`config.mk`:
```
export PLATFORM = sky130hd
export DESIGN_NAME = dsp_engine_sequencer_flat
export DESIGN_NICKNAME = d
export VERILOG_FILES = /design/src/rtl/dsp_engine_sequencer_if.sv /design/src/rtl/dsp_engine_sequencer.sv /design/src/flat_wrapper.sv
export SDC_FILE = /design/constraint.sdc
export NUM_CORES = 1
export LEC_CHECK = 0
export CORE_MARGIN = 10
export CORE_UTILIZATION = 49
export CTS_BUF_LIST = sky130_fd_sc_hd__clkbuf_8 sky130_fd_sc_hd__clkbuf_16
export CTS_CLUSTER_SIZE = 24
export DETAILED_ROUTE_END_ITERATION = 7
export PLACE_DENSITY = 0.85
export SLEW_MARGIN = 20
export SYNTH_ARGS = -nofsm -noshare
export SYNTH_HDL_FRONTEND = slang
export SYNTH_SLANG_ARGS = --single-unit
```
`constraint.sdc`:
```
create_clock -name clk -period 3.8 [get_ports clk]
set_clock_uncertainty 0.1 [all_clocks]
set_input_delay 0.76 -clock clk [delete_from_list [all_inputs] [get_ports clk]]
set_output_delay 0.76 -clock clk [all_outputs]
set_load 0.01 [all_outputs]
```
`src/rtl/dsp_engine_sequencer_if.sv`:
```
// rtl/dsp_engine_sequencer_if.sv - datapath handshake bundle between the frame sequencer and the gain/pipeline/mixer units
//
// Purpose: carries the per-channel gain request/ack, pipeline tick/ready join
//          and mixer request/ack signals.
// Modports:
//   master - sequencer side (drives the requests, the tick and the pipeline sample/channel)
//   slave  - datapath side (drives the acks, the results and the pipeline ready/enable flags)
// Parameters:
//   data_width  - sample width in bits
//   n_pipelines - number of pipelines in the ready join
//   ch_width    - width of the channel index

interface dsp_engine_sequencer_if #(
    parameter int data_width  = 16,
    parameter int n_pipelines = 2,
    parameter int ch_width    = 1
);
    logic                   gain_req;
    logic [data_width-1:0]  gain_sample;
    logic                   gain_ack;
    logic [data_width-1:0]  gain_result;

    logic                   pipe_tick;
    logic [data_width-1:0]  pipe_sample;
    logic [ch_width-1:0]    pipe_channel;
    logic [n_pipelines-1:0] pipe_ready;
    logic [n_pipelines-1:0] pipe_enable;

    logic                   mix_req;
    logic                   mix_ack;
    logic [data_width-1:0]  mix_result;

    modport master (
        output gain_req, gain_sample, pipe_tick, pipe_sample, pipe_channel, mix_req,
        input  gain_ack, gain_result, pipe_ready, pipe_enable, mix_ack, mix_result
    );

    modport slave (
        input  gain_req, gain_sample, pipe_tick, pipe_sample, pipe_channel, mix_req,
        output gain_ack, gain_result, pipe_ready, pipe_enable, mix_ack, mix_result
    );
endinterface

```
`src/rtl/dsp_engine_sequencer.sv`:
```
// rtl/dsp_engine_sequencer.sv - multi-channel frame sequencer driving the gain, pipeline and mixer datapath
//
// Purpose: accepts one frame of n_channels samples, runs every channel through
//          gain -> pipeline tick/ready join -> mixer, and collects the mixed
//          samples into out_frame.
// Ports:
//   clk, rst_n     - clock (rising edge) and asynchronous active-low reset
//   in_frame       - input samples, channel k at [k*data_width +: data_width]
//   frame_valid    - strobe: in_frame valid (ignored and flagged as overrun when ready=0)
//   ready          - high while idle and able to accept a frame
//   dp             - datapath handshakes (dsp_engine_sequencer_if.master)
//   out_frame      - completed output frame, same packing as in_frame
//   out_valid      - strobe: out_frame updated
//   sample_ctr     - completed frame count, wraps
//   overrun        - sticky: frame_valid seen while ready=0
//   timeout        - sticky: watchdog abort (constant 0 without the watchdog)
//   clear_status   - clears overrun/timeout; a coincident set event wins
// Optional feature macro: DSP_SEQ_WATCHDOG_EN (per-wait watchdog with frame abort)

module dsp_engine_sequencer #(
    parameter int data_width     = 16,
    parameter int n_channels     = 2,
    parameter int n_pipelines    = 2,
    parameter int ctr_width      = 32,
    parameter int timeout_cycles = 4096,
    localparam int ch_width      = (n_channels > 1) ? $clog2(n_channels) : 1,
    localparam int frame_width   = n_channels * data_width
) (
    input  logic                   clk,
    input  logic                   rst_n,
    input  logic [frame_width-1:0] in_frame,
    input  logic                   frame_valid,
    output logic                   ready,
    dsp_engine_sequencer_if.master dp,
    output logic [frame_width-1:0] out_frame,
    output logic                   out_valid,
    output logic [ctr_width-1:0]   sample_ctr,
    output logic                   overrun,
    output logic                   timeout,
    input  logic                   clear_status
);

    if (n_channels < 1 || n_pipelines < 1 || timeout_cycles < 2) begin : g_bad_param
        $error("dsp_engine_sequencer: illegal parameter value");
    end

    typedef enum logic [2:0] {
        S_IDLE,
        S_GAIN,
        S_PROC_WAIT,
        S_PROC,
        S_MIX
    } state_t;

    state_t                 state_q, state_d;
    logic [ch_width-1:0]    ch_q, ch_d;
    logic [frame_width-1:0] frame_q, frame_d;
    logic [frame_width-1:0] out_frame_q, out_frame_d;
    logic [data_width-1:0]  pipe_sample_q, pipe_sample_d;
    logic [ch_width-1:0]    pipe_channel_q, pipe_channel_d;
    logic [ctr_width-1:0]   sample_ctr_q, sample_ctr_d;
    logic                   gain_req_q, gain_req_d;
    logic                   pipe_tick_q, pipe_tick_d;
    logic                   mix_req_q, mix_req_d;
    logic                   out_valid_q, out_valid_d;
    logic                   ready_q, ready_d;
    logic                   overrun_q, overrun_d;

    logic                   accept;
    logic                   join_ok;
    logic                   last_ch;
    logic                   abort;
    logic [data_width-1:0]  gain_sample_mux;

    // ready_q is already 0 in the cycle after a frame completes, so a
    // frame_valid in that cycle is rejected as an overrun.
    assign accept  = (state_q == S_IDLE) && ready_q && frame_valid;
    // A disabled pipeline counts as ready; an all-zero enable mask always joins.
    assign join_ok = &(dp.pipe_ready | ~dp.pipe_enable);
    assign last_ch = (ch_q == ch_width'(n_channels - 1));

`ifdef DSP_SEQ_WATCHDOG_EN
    localparam int wait_width = $clog2(timeout_cycles + 1);

    logic [wait_width-1:0] wait_q, wait_d;
    logic                  timeout_q, timeout_d;
    logic                  waiting;
    logic                  progress;

    assign waiting  = (state_q == S_GAIN) || (state_q == S_PROC) || (state_q == S_MIX);
    // An ack or join arriving on the final cycle still wins over the abort.
    assign progress = ((state_q == S_GAIN) && dp.gain_ack) ||
                      ((state_q == S_PROC) && join_ok) ||
                      ((state_q == S_MIX)  && dp.mix_ack);
    assign abort    = waiting && !progress && (wait_q == wait_width'(timeout_cycles - 1));

    always_comb begin
        wait_d    = '0;
        timeout_d = (timeout_q && !clear_status) || abort;
        if (state_d == state_q && waiting) begin
            wait_d = wait_q + 1'b1;
        end
    end

    always_ff @(posedge clk or negedge rst_n) begin
        if (!rst_n) begin
            wait_q    <= '0;
            timeout_q <= 1'b0;
        end else begin
            wait_q    <= wait_d;
            timeout_q <= timeout_d;
        end
    end

    assign timeout = timeout_q;
`else
    assign abort   = 1'b0;
    assign timeout = 1'b0;
`endif

    // State register and all datapath/output flops.
    always_ff @(posedge clk or negedge rst_n) begin
        if (!rst_n) begin
            state_q        <= S_IDLE;
            ch_q           <= '0;
            frame_q        <= '0;
            out_frame_q    <= '0;
            pipe_sample_q  <= '0;
            pipe_channel_q <= '0;
            sample_ctr_q   <= '0;
            gain_req_q     <= 1'b0;
            pipe_tick_q    <= 1'b0;
            mix_req_q      <= 1'b0;
            out_valid_q    <= 1'b0;
            ready_q        <= 1'b1;
            overrun_q      <= 1'b0;
        end else begin
            state_q        <= state_d;
            ch_q           <= ch_d;
            frame_q        <= frame_d;
            out_frame_q    <= out_frame_d;
            pipe_sample_q  <= pipe_sample_d;
            pipe_channel_q <= pipe_channel_d;
            sample_ctr_q   <= sample_ctr_d;
            gain_req_q     <= gain_req_d;
            pipe_tick_q    <= pipe_tick_d;
            mix_req_q      <= mix_req_d;
            out_valid_q    <= out_valid_d;
            ready_q        <= ready_d;
            overrun_q      <= overrun_d;
        end
    end

    // Next-state logic.
    always_comb begin
        state_d = state_q;
        case (state_q)
            S_IDLE:      if (accept)      state_d = S_GAIN;
            S_GAIN:      if (dp.gain_ack) state_d = S_PROC_WAIT;
            S_PROC_WAIT:                  state_d = S_PROC;
            S_PROC:      if (join_ok)     state_d = S_MIX;
            S_MIX:       if (dp.mix_ack)  state_d = last_ch ? S_IDLE : S_GAIN;
            default:                      state_d = S_IDLE;
        endcase
        if (abort) begin
            state_d = S_IDLE;
        end
    end

    // Output and datapath logic; strobes are registered so each is one cycle wide.
    always_comb begin
        ch_d           = ch_q;
        frame_d        = frame_q;
        out_frame_d    = out_frame_q;
        pipe_sample_d  = pipe_sample_q;
        pipe_channel_d = pipe_channel_q;
        sample_ctr_d   = sample_ctr_q;
        gain_req_d     = 1'b0;
        pipe_tick_d    = 1'b0;
        mix_req_d      = 1'b0;
        out_valid_d    = 1'b0;
        ready_d        = (state_q == S_IDLE) && (state_d == S_IDLE);
        overrun_d      = (overrun_q && !clear_status) || (frame_valid && !ready_q);

        case (state_q)
            S_IDLE: begin
                if (accept) begin
                    frame_d    = in_frame;
                    ch_d       = '0;
                    gain_req_d = 1'b1;
                end
            end
            S_GAIN: begin
                if (dp.gain_ack) begin
                    pipe_sample_d  = dp.gain_result;
                    pipe_channel_d = ch_q;
                    pipe_tick_d    = 1'b1;
                end
            end
            S_PROC: begin
                if (join_ok) begin
                    mix_req_d = 1'b1;
                end
            end
            S_MIX: begin
                if (dp.mix_ack) begin
                    for (int i = 0; i < n_channels; i++) begin
                        if (ch_q == ch_width'(i)) begin
                            out_frame_d[i*data_width +: data_width] = dp.mix_result;
                        end
                    end
                    if (last_ch) begin
                        out_valid_d  = 1'b1;
                        sample_ctr_d = sample_ctr_q + 1'b1;
                    end else begin
                        ch_d       = ch_q + 1'b1;
                        gain_req_d = 1'b1;
                    end
                end
            end
            default: ;
        endcase

        // Watchdog abort: every channel not yet mixed gets its dry input sample.
        if (abort) begin
            for (int i = 0; i < n_channels; i++) begin
                if (i >= int'(ch_q)) begin
                    out_frame_d[i*data_width +: data_width] = frame_q[i*data_width +: data_width];
                end
            end
            out_valid_d  = 1'b1;
            sample_ctr_d = sample_ctr_q + 1'b1;
            gain_req_d   = 1'b0;
            pipe_tick_d  = 1'b0;
            mix_req_d    = 1'b0;
        end
    end

    always_comb begin
        gain_sample_mux = '0;
        for (int i = 0; i < n_channels; i++) begin
            if (ch_q == ch_width'(i)) begin
                gain_sample_mux = frame_q[i*data_width +: data_width];
            end
        end
    end

    assign dp.gain_req     = gain_req_q;
    assign dp.gain_sample  = gain_sample_mux;
    assign dp.pipe_tick    = pipe_tick_q;
    assign dp.pipe_sample  = pipe_sample_q;
    assign dp.pipe_channel = pipe_channel_q;
    assign dp.mix_req      = mix_req_q;

    assign ready      = ready_q;
    assign out_frame  = out_frame_q;
    assign out_valid  = out_valid_q;
    assign sample_ctr = sample_ctr_q;
    assign overrun    = overrun_q;

endmodule

```
`src/flat_wrapper.sv`:
```
// flat-port wrapper written by rule: the top's interface ports become plain ports
module dsp_engine_sequencer_flat 
#(
    parameter int data_width     = 16,
    parameter int n_channels     = 2,
    parameter int n_pipelines    = 2,
    parameter int ctr_width      = 32,
    parameter int timeout_cycles = 4096,
    localparam int ch_width      = (n_channels > 1) ? $clog2(n_channels) : 1,
    localparam int frame_width   = n_channels * data_width
)
  (clk, rst_n, in_frame, frame_valid, ready, out_frame, out_valid, sample_ctr, overrun, timeout, clear_status, dp_gain_req, dp_gain_sample, dp_pipe_tick, dp_pipe_sample, dp_pipe_channel, dp_mix_req, dp_gain_ack, dp_gain_result, dp_pipe_ready, dp_pipe_enable, dp_mix_ack, dp_mix_result);
  dsp_engine_sequencer_if #(.data_width(data_width), .n_pipelines(n_pipelines), .ch_width((1))) dp_i ();
  input  logic clk;
  input  logic rst_n;
  input  logic [frame_width-1:0] in_frame;
  input  logic frame_valid;
  output logic ready;
  output logic [frame_width-1:0] out_frame;
  output logic out_valid;
  output logic [ctr_width-1:0] sample_ctr;
  output logic overrun;
  output logic timeout;
  input  logic clear_status;
  output wire logic [$bits(dp_i.gain_req)-1:0] dp_gain_req;
  output wire logic [$bits(dp_i.gain_sample)-1:0] dp_gain_sample;
  output wire logic [$bits(dp_i.pipe_tick)-1:0] dp_pipe_tick;
  output wire logic [$bits(dp_i.pipe_sample)-1:0] dp_pipe_sample;
  output wire logic [$bits(dp_i.pipe_channel)-1:0] dp_pipe_channel;
  output wire logic [$bits(dp_i.mix_req)-1:0] dp_mix_req;
  input wire logic [$bits(dp_i.gain_ack)-1:0] dp_gain_ack;
  input wire logic [$bits(dp_i.gain_result)-1:0] dp_gain_result;
  input wire logic [$bits(dp_i.pipe_ready)-1:0] dp_pipe_ready;
  input wire logic [$bits(dp_i.pipe_enable)-1:0] dp_pipe_enable;
  input wire logic [$bits(dp_i.mix_ack)-1:0] dp_mix_ack;
  input wire logic [$bits(dp_i.mix_result)-1:0] dp_mix_result;
  assign dp_gain_req = dp_i.gain_req;
  assign dp_gain_sample = dp_i.gain_sample;
  assign dp_pipe_tick = dp_i.pipe_tick;
  assign dp_pipe_sample = dp_i.pipe_sample;
  assign dp_pipe_channel = dp_i.pipe_channel;
  assign dp_mix_req = dp_i.mix_req;
  assign dp_i.gain_ack = dp_gain_ack;
  assign dp_i.gain_result = dp_gain_result;
  assign dp_i.pipe_ready = dp_pipe_ready;
  assign dp_i.pipe_enable = dp_pipe_enable;
  assign dp_i.mix_ack = dp_mix_ack;
  assign dp_i.mix_result = dp_mix_result;
  dsp_engine_sequencer #(.data_width(data_width), .n_channels(n_channels), .n_pipelines(n_pipelines), .ctr_width(ctr_width), .timeout_cycles(timeout_cycles)) u_core (.clk(clk), .rst_n(rst_n), .in_frame(in_frame), .frame_valid(frame_valid), .ready(ready), .dp(dp_i), .out_frame(out_frame), .out_valid(out_valid), .sample_ctr(sample_ctr), .overrun(overrun), .timeout(timeout), .clear_status(clear_status));
endmodule
```
# After elaboration in Yosys (flattened, before gate mapping)
# Index checks and enable logic that the tools add are counted.
[op_classes]
bitwise = 3
add_sub_neg = 2
reduce_logical = 17
n_mux = 22
eq_ne = 6
[op_table]
columns = ["operator", "n"]
rows = [
  ["32-bit by 1-bit adder with 32-bit output, second input constant", 1],
  ["16-bit 2-to-1 mux", 1],
  ["3-bit one-hot mux with 5 select lines", 1],
  ["1-bit 2-to-1 mux", 14],
  ["3-bit 2-to-1 mux", 4],
  ["3-bit AND reduction", 3],
  ["3-bit by 2-bit equality test with 1-bit output, second input constant", 2],
  ["3-bit zero test", 2],
  ["2-bit AND reduction", 3],
  ["1-bit logical AND", 5],
  ["1-bit one-hot mux with 2 select lines", 2],
  ["3-bit by 1-bit equality test with 1-bit output, second input constant", 1],
  ["3-bit equality test, second input constant", 1],
  ["1-bit zero test", 2],
  ["2-bit by 1-bit inequality test with 1-bit output, second input constant", 1],
  ["2-bit inequality test, second input constant", 1],
  ["2-bit NOT", 1],
  ["2-bit OR", 1],
  ["2-bit nonzero test", 1],
  ["1-bit adder, second input constant", 1],
  ["1-bit logical OR", 1],
  ["1-bit NOT", 1],
]
[totals]
reg_bits = 123
output_inout_bits = 104
wordCells = 64
inputBits = 74

# Depth between registers and ports, before layout
# Gate-level depths: netlist of the first run.
[depth]
word_depth = 7
mapped_depth = 7
depth_no_buf = 5

# Least setup slack after synthesis of the first run
# OpenSTA, ideal clock, no wires.
[synth_timing]
path_kind = "reg2out"
from = "register u_core.ch_q"
to = "output port dp_gain_sample[10]"
arrival_time_ps = 1340
setup_slack_ps = 1600
required_time_ps = 2940
path_buffers = 2
path_stages_with_launch = 4
path_cell_list = "dfrtp_1 > buf_2 > buf_1 > mux2_2"
[synth_via]
elab_chain_len = 1
[synth_rtl]
columns = ["item", "line", "source"]
rows = [
  ["start, declared", "dsp_engine_sequencer.sv:56", "logic [ch_width-1:0] ch_q, ch_d;"],
  ["start signal, assigned", "dsp_engine_sequencer.sv:139", "ch_q <= ch_d;"],
  ["16-bit 2-to-1 mux", "dsp_engine_sequencer.sv:242", "if (ch_q == ch_width'(i)) begin"],
  ["end, declared", "flat_wrapper.sv:26", "output wire logic [$bits(dp_i.gain_sample)-1:0] dp_gain_sample;"],
]
# Every way passes these cells.

# Worst setup path in the final report of the first run
# Same ends and word-level chain as after synthesis.

==> metrics.md, run 1 <==
| Metric | Value |
|---|---|
| Placer congestion estimate | 0.8007 |
| Worst path bufs/invs | 1 |
| HP Class | input port to async pin |
| Crit path cell chain | mux2_2 -> clkdlybuf4s50_1 |
| EDFF count, synth | 0 |
| Clock share of power | 26.3% |
| Routed vias | 3,542 |
| Endpoints failing setup | 0 |
| Total grt overflow | 0 |
| Area contributors post-synth | dfrtp_1, mux2_2, xnor2_1 |
| Die Y | 122.5 um |
| Sinks on the clock net | 123 |
| Number of synthesized register bits | 123 |
| Total track usage | 17.46% |
| Yosys top cell by area | dfrtp_1 |
| Inserted Clock Buffers | 17 |
| Clock Latency Late Sink | 0.50 ns |
| Status | complete, no violations |
| Max Cap Viol | 0 |
| Root Driver | clkbuf_8 |
| Post-CTS sizing | 0 |
| FMAX | 306.7 MHz |
| Tmin final | 3.260 ns |
| Critical-path cell with the highest stage delay | dfrtp_1 |
| Worst slew pin tran | 0.9464 ns |
| Setup WS post-layout | 0.5398 ns |
| Initial antenna violation count | 0 |
| CP peak stage delay | 0.96 ns |
| Largest net degree at the start of global routing | 69 |
| Critical Path Start Type | flip-flop |
| Die area | 0.01501 mm^2 |
| Dpl ws | 1.011 ns |
| ANT cells | 0 |
| Sequential cell fraction of total power | 37.9% |
| Drt drc | 0 |
| Layout cells sized above 1 | 26.52% |
| Synthesized area per cell | 14.31 um^2 |
| Row Count | 37 |
| Max IR drop VDD | 0.4550 mV |
| Power Density | 726.8 mW/mm^2 |
| Family with the most delay on the worst path | flip-flops |
| Post-DRT Antenna Nets | 0 |
| Initial core utilization | 50.12% |
| Worst setup EP type | output pin |
| First-pass GRT wire length | 20,550 um |
| DR pass1 iterations | 4 |
| Max_slew headroom | 36.90% |
| Pins over their slew limit | 0 |
| Htree depth | 4 |
| Hold Vio Cnt, Final | 0 |
| Core area | 0.01028 mm^2 |
| Wirelength per Cell | 18.64 um |
| Area Overhead vs Synth | 47.73% |
| Vias in the first global route | 3,888 |
| Reg clk slew, reported paths | 0.05 ns |
| Syn Nets | 435 |
| Setup TNS | 0 ns |
| IO Count | 178 |
| Final nets | 621 |
| # hold bufs at CTS | 0 |
| Postcts setup bufs | 0 |
| Die W | 122.5 um |
| Syn Inst Count | 360 |
| Vias/cell | 5.104 |
| CTS tree | built |
| Final wirelength | 12,940 um |
| RSZ-0062 raised after global routing | false |
| Initial DRC count | 166 |
| CP arrival | 2.40 ns |
| Ys Warns | 0 |
| Leakage | 3.289 nW |
| Post-synth cell types | 41 |
| Max FO, Critical Path | 24 |
| Fin crit share | 85.80% |
| Comb power frac | 35.8% |
| Cell Int Power | 3.982 mW |
| Clock Tree Buf Depth | 2 |
| Required time worst endpoint | 2.94 ns |
| Sw Share | 28.00% |
| Sequential area share after synthesis | 59.78% |
| Asr flop ratio synth | 100.0% |
| Post-synth top area share | 59.27% |
| Most common cell in the netlist | dfrtp_1 |
| IO Port Bufs | 176 |
| Layout fillers | 706 |
| Primary FF master, synth | dfrtp_1 |
| Hpwl dp | 9724 um |
| Most common library cells after synthesis | dfrtp_1, mux2_2, xnor2_1 |
| CP Class | flip-flop to output pin |
| P_sw | 1.549 mW |
| Mapped cell area | 0.005151 mm^2 |
layer usage:
layer,GRT usage [%],wire [um]
met4,7.732,303
met3,6.336,951
met2,30.32,6827
met5,0,0
met1,18.77,4855
final cells by class:
cell class / count / area [um^2] / area share [%]
clock buffers: 21 / 469.2 / 6.166
clock inverters: 10 / 76.32 / 1.003
inverters: 9 / 33.78 / 0.4439
multi-input cells: 214 / 1972 / 25.91
flip-flops and latches: 123 / 3079 / 40.46
well taps: 136 / 170.2 / 2.236
repair buffers: 181 / 1809 / 23.78
power by group through the flow:
stage	combinational, mW	clock [mW]	sequential, mW
after floorplan	0.825	0	2.15
after global placement	1.96	0	2.08
after detailed placement	2.00	0	2.11
after CTS	2.02	1.49	2.10
after global routing	2.12	1.55	2.16
final	1.98	1.45	2.10
kinds of logic (layout without fill, tap and decap cells):
kind of cell               after synthesis  after routing  synth area share (%)
adders and majority gates                1              1                0.2429
AOI/OAI and AO/OA                        7              7                0.9229
and+or+nand+nor                         76             76                 10.06
xor gates and xnor gates                31             31                 5.271
DFF                                    123            123                 59.78
other                                    1              1               0.07280
muxes                                   98             98                 21.42
buffers and inverters                   23            221                 2.234
registers in the layout (all words and copies together), names as in the netlist:
register and cells:
u_core.out_frame 32, u_core.dp.pipe_channel 1, u_core.sample_ctr 32, u_core.ch_q 1
u_core.ready 1, u_core.dp.mix_req 1, u_core.dp.pipe_tick 1, u_core.state_q 3
u_core.out_valid 1, u_core.frame_q 32, u_core.overrun 1, u_core.dp.pipe_sample 16
u_core.dp.gain_req 1
placed cells by master (no fill, tap or decap), types with 2 or more instances in the layout:
cell type	n
nor3_2	2
or2_2	2
nand3_1	9
nand4_1	15
mux2_2	98
o22ai_1	2
clkdlybuf4s50_1	175
dfrtp_1	122
and3_1	6
xnor2_1	24
xor2_1	7
and2_1	4
inv_1	11
nand2_1	12
and4_1	3
clkbuf_8	5
nor3_1	3
clkinvlp_4	2
nor4_4	3
clkbuf_16	16
nor2_1	7
clkinv_2	4
buf_4	5
worst reg2reg max path: stages (launching register included):
cell and delay, ns:
dfrtp_1 0.96, nand4_1 0.28, nor4_4 0.50, nand4_1 0.20, xnor2_1 0.16
final timing paths:
kind / startpoint / cells after the start / end / slack, ns
min in group clk: u_core.sample_ctr[31]$_DFFE_PN0P_ / 1 / u_core.sample_ctr[31]$_DFFE_PN0P_ / 0.38
worst min register to register: u_core.sample_ctr[31]$_DFFE_PN0P_ / 1 / u_core.sample_ctr[31]$_DFFE_PN0P_ / 0.38
max in group asynchronous: rst_n / 2 / u_core.ready$_DFF_PN1_ / 2.55
worst min-delay path: rst_n / 1 / u_core.frame_q[19]$_DFFE_PN0P_ / 0.20
worst max-delay path: u_core.ch_q$_DFFE_PN0P_ / 2 / dp_gain_sample[10] / 0.54
worst max register to register: u_core.ch_q$_DFFE_PN0P_ / 4 / u_core.sample_ctr[19]$_DFFE_PN0P_ / 1.47
through the flow:
| stage | instances | power (mW) | util, % | hold WS, ns | area [um^2] |
|---|---|---|---|---|---|
| final | 694 | 5.530 | 74.04 | 0.2006 | 7610 |
| after global routing | 694 | 5.827 | 74.04 | 0.2446 | 7610 |
| after CTS | 694 | 5.612 | 74.04 | 0.2181 | 7610 |
| after detailed placement | 663 | 4.114 | 68.74 | 0.3639 | 7064 |
| after global placement | 663 | 4.040 | 68.74 | 0.3621 | 7064 |
| after floorplan | 360 | 2.973 | - | 0.3644 | 5151 |
Power figures use the tool's default switching activity.
==> inputs of run 2 (changes only) <==
--- a/config.mk
+++ b/config.mk
@@ -8,6 +8,7 @@
 export CORE_MARGIN = 10
 export CORE_UTILIZATION = 49
 export CTS_BUF_LIST = sky130_fd_sc_hd__clkbuf_8 sky130_fd_sc_hd__clkbuf_16
+export CTS_CLUSTER_DIAMETER = 80
 export CTS_CLUSTER_SIZE = 24
 export DETAILED_ROUTE_END_ITERATION = 7
 export PLACE_DENSITY = 0.85
==> constraint.sdc (replaced) <==
create_clock -name clk -period 3.81 [get_ports clk]
set_clock_uncertainty 0.1 [all_clocks]
set_input_delay 0.762 -clock clk [delete_from_list [all_inputs] [get_ports clk]]
set_output_delay 0.762 -clock clk [all_outputs]
set_load 0.01 [all_outputs]
==> metrics.md, run 2 (synthesis gave the netlist of run 1 again) <==
| Metric | Value |
|---|---|
| Initial antenna violation count | 0 |
| Vias/cell | 5.164 |
| Row Count | 37 |
| Leakage | 3.304 nW |
| ANT cells | 0 |
| Die area | 0.01501 mm^2 |
| Setup TNS | 0 ns |
| Max_slew headroom | 34.03% |
| HP Class | input port to async pin |
| Pins over their slew limit | 0 |
| Inserted Clock Buffers | 17 |
| RSZ-0062 raised after global routing | false |
| Setup WS post-layout | 0.4984 ns |
| Final nets | 621 |
| Die W | 122.5 um |
| CTS tree | built |
| Core area | 0.01028 mm^2 |
| Dpl ws | 0.9855 ns |
| Commonest non-fill, non-tap cell in the layout | clkdlybuf4s50_1 |
| Reg clk slew, reported paths | 0.06 ns |
| Clock Latency Late Sink | 0.50 ns |
| Post-DRT Antenna Nets | 0 |
| Layout cells sized above 1 | 27.06% |
| Total grt overflow | 0 |
| CP arrival | 2.45 ns |
| Max Cap Viol | 0 |
| Power Density | 746.9 mW/mm^2 |
| FMAX | 302.0 MHz |
| Fin crit share | 86.92% |
| Required time worst endpoint | 2.95 ns |
| Critical Path Start Type | flip-flop |
| Placer congestion estimate | 0.7964 |
| Max FO, Critical Path | 24 |
| Routed vias | 3,584 |
| Clock Tree Buf Depth | 2 |
| Worst setup EP type | output pin |
| First-pass GRT wire length | 20,760 um |
| Cell Int Power | 4.137 mW |
| Initial core utilization | 50.12% |
| CP Class | flip-flop to output pin |
| Layout fillers | 678 |
| Wirelength per Cell | 19.27 um |
| Drt drc | 0 |
| Worst slew pin tran | 0.9895 ns |
| DR pass1 iterations | 4 |
| P_sw | 1.602 mW |
| IO Port Bufs | 176 |
| Clock share of power | 28.9% |
| Tmin final | 3.312 ns |
| Final wirelength | 13,380 um |
| Post-CTS sizing | 0 |
| Endpoints failing setup | 0 |
| Hpwl dp | 9909 um |
| Sequential cell fraction of total power | 36.6% |
| Max IR drop VDD | 0.4621 mV |
| Root Driver | clkbuf_8 |
| Hold Vio Cnt, Final | 0 |
| Largest net degree at the start of global routing | 71 |
| Status | complete, no violations |
| Comb power frac | 34.5% |
| Commonest cells after routing, fill and taps aside | clkdlybuf4s50_1, dfrtp_1, mux2_2 |
| IO Count | 178 |
| Sw Share | 27.92% |
| Htree depth | 4 |
| # hold bufs at CTS | 0 |
| Sinks on the clock net | 123 |
| Postcts setup bufs | 0 |
| Die Y | 122.5 um |
| Area Overhead vs Synth | 49.16% |
| Post-route cell area | 0.007684 mm^2 |
| Placed standard-cell area | 0.007064 mm^2 |
| Vias in the first global route | 3,909 |
| Total track usage | 17.69% |
| Initial DRC count | 175 |
run 2: changes by cell type in the layout (fill, tap and decap cells not counted), sizes merged:
| cell | change |
|---|---|
| bufinv | +3 |
| clkinv | -1 |
| clkinvlp | +1 |
| clkbuf | -3 |
run 2: power by group through the flow:
stage / registers (mW) / logic [mW] / clock network, mW
global placement: 2.08 / 1.95 / 0
CTS: 2.10 / 2.02 / 1.69
finish: 2.10 / 1.98 / 1.66
floorplan: 2.14 / 0.822 / 0
detailed placement: 2.12 / 2.00 / 0
global route: 2.15 / 2.11 / 1.76
run 2: area by class of cell:
type / count / area, um^2 / share of cell area (%)
inverters: 9 / 33.78 / 0.4397
well taps: 136 / 170.2 / 2.215
flip-flops and latches: 123 / 3079 / 40.07
clock buffers: 18 / 427.9 / 5.569
multi-input cells: 214 / 1972 / 25.66
clock inverters: 13 / 191.4 / 2.491
repair buffers: 181 / 1809 / 23.55
run 2: layer usage:
metal / vias to the layer above / GRT usage (%) / part of all wire (%)
li1: 1645 / - / -
met1: 1809 / 19.03 / 38
met2: 109 / 31.56 / 53
met3: 21 / 5.556 / 6.2
met4: 0 / 7.364 / 2.0
met5: - / 0 / 0
run 2: worst paths after layout:
path | from | end | slack (ns) | cells past startpoint
max in group asynchronous | rst_n | u_core.ready$_DFF_PN1_ | 2.53 | 2
max | u_core.ch_q$_DFFE_PN0P_ | dp_gain_sample[14] | 0.50 | 2
max reg2reg | u_core.ch_q$_DFFE_PN0P_ | u_core.out_frame[23]$_DFFE_PN0P_ | 1.44 | 3
min reg2reg | u_core.sample_ctr[31]$_DFFE_PN0P_ | u_core.sample_ctr[31]$_DFFE_PN0P_ | 0.38 | 1
min in group clk | u_core.sample_ctr[31]$_DFFE_PN0P_ | u_core.sample_ctr[31]$_DFFE_PN0P_ | 0.38 | 1
min | rst_n | u_core.frame_q[19]$_DFFE_PN0P_ | 0.20 | 1
run 2: critical path: stages (launching register included):
cell and delay [ns]:
dfrtp_1 0.99, mux2_2 0.43, clkdlybuf4s50_1 0.53
run 2: stage by stage:
| step | power, mW | utilization (%) | std cells | hold WS (ns) |
|---|---|---|---|---|
| 4_1_cts | 5.814 | 74.76 | 694 | 0.2134 |
| 6_report | 5.739 | 74.76 | 694 | 0.2023 |
| 3_5_place_dp | 4.113 | 68.74 | 663 | 0.3686 |
| 3_3_place_gp | 4.029 | 68.74 | 663 | 0.3622 |
| 2_1_floorplan | 2.965 | - | 360 | 0.3664 |
| 5_1_grt | 6.020 | 74.76 | 694 | 0.2286 |
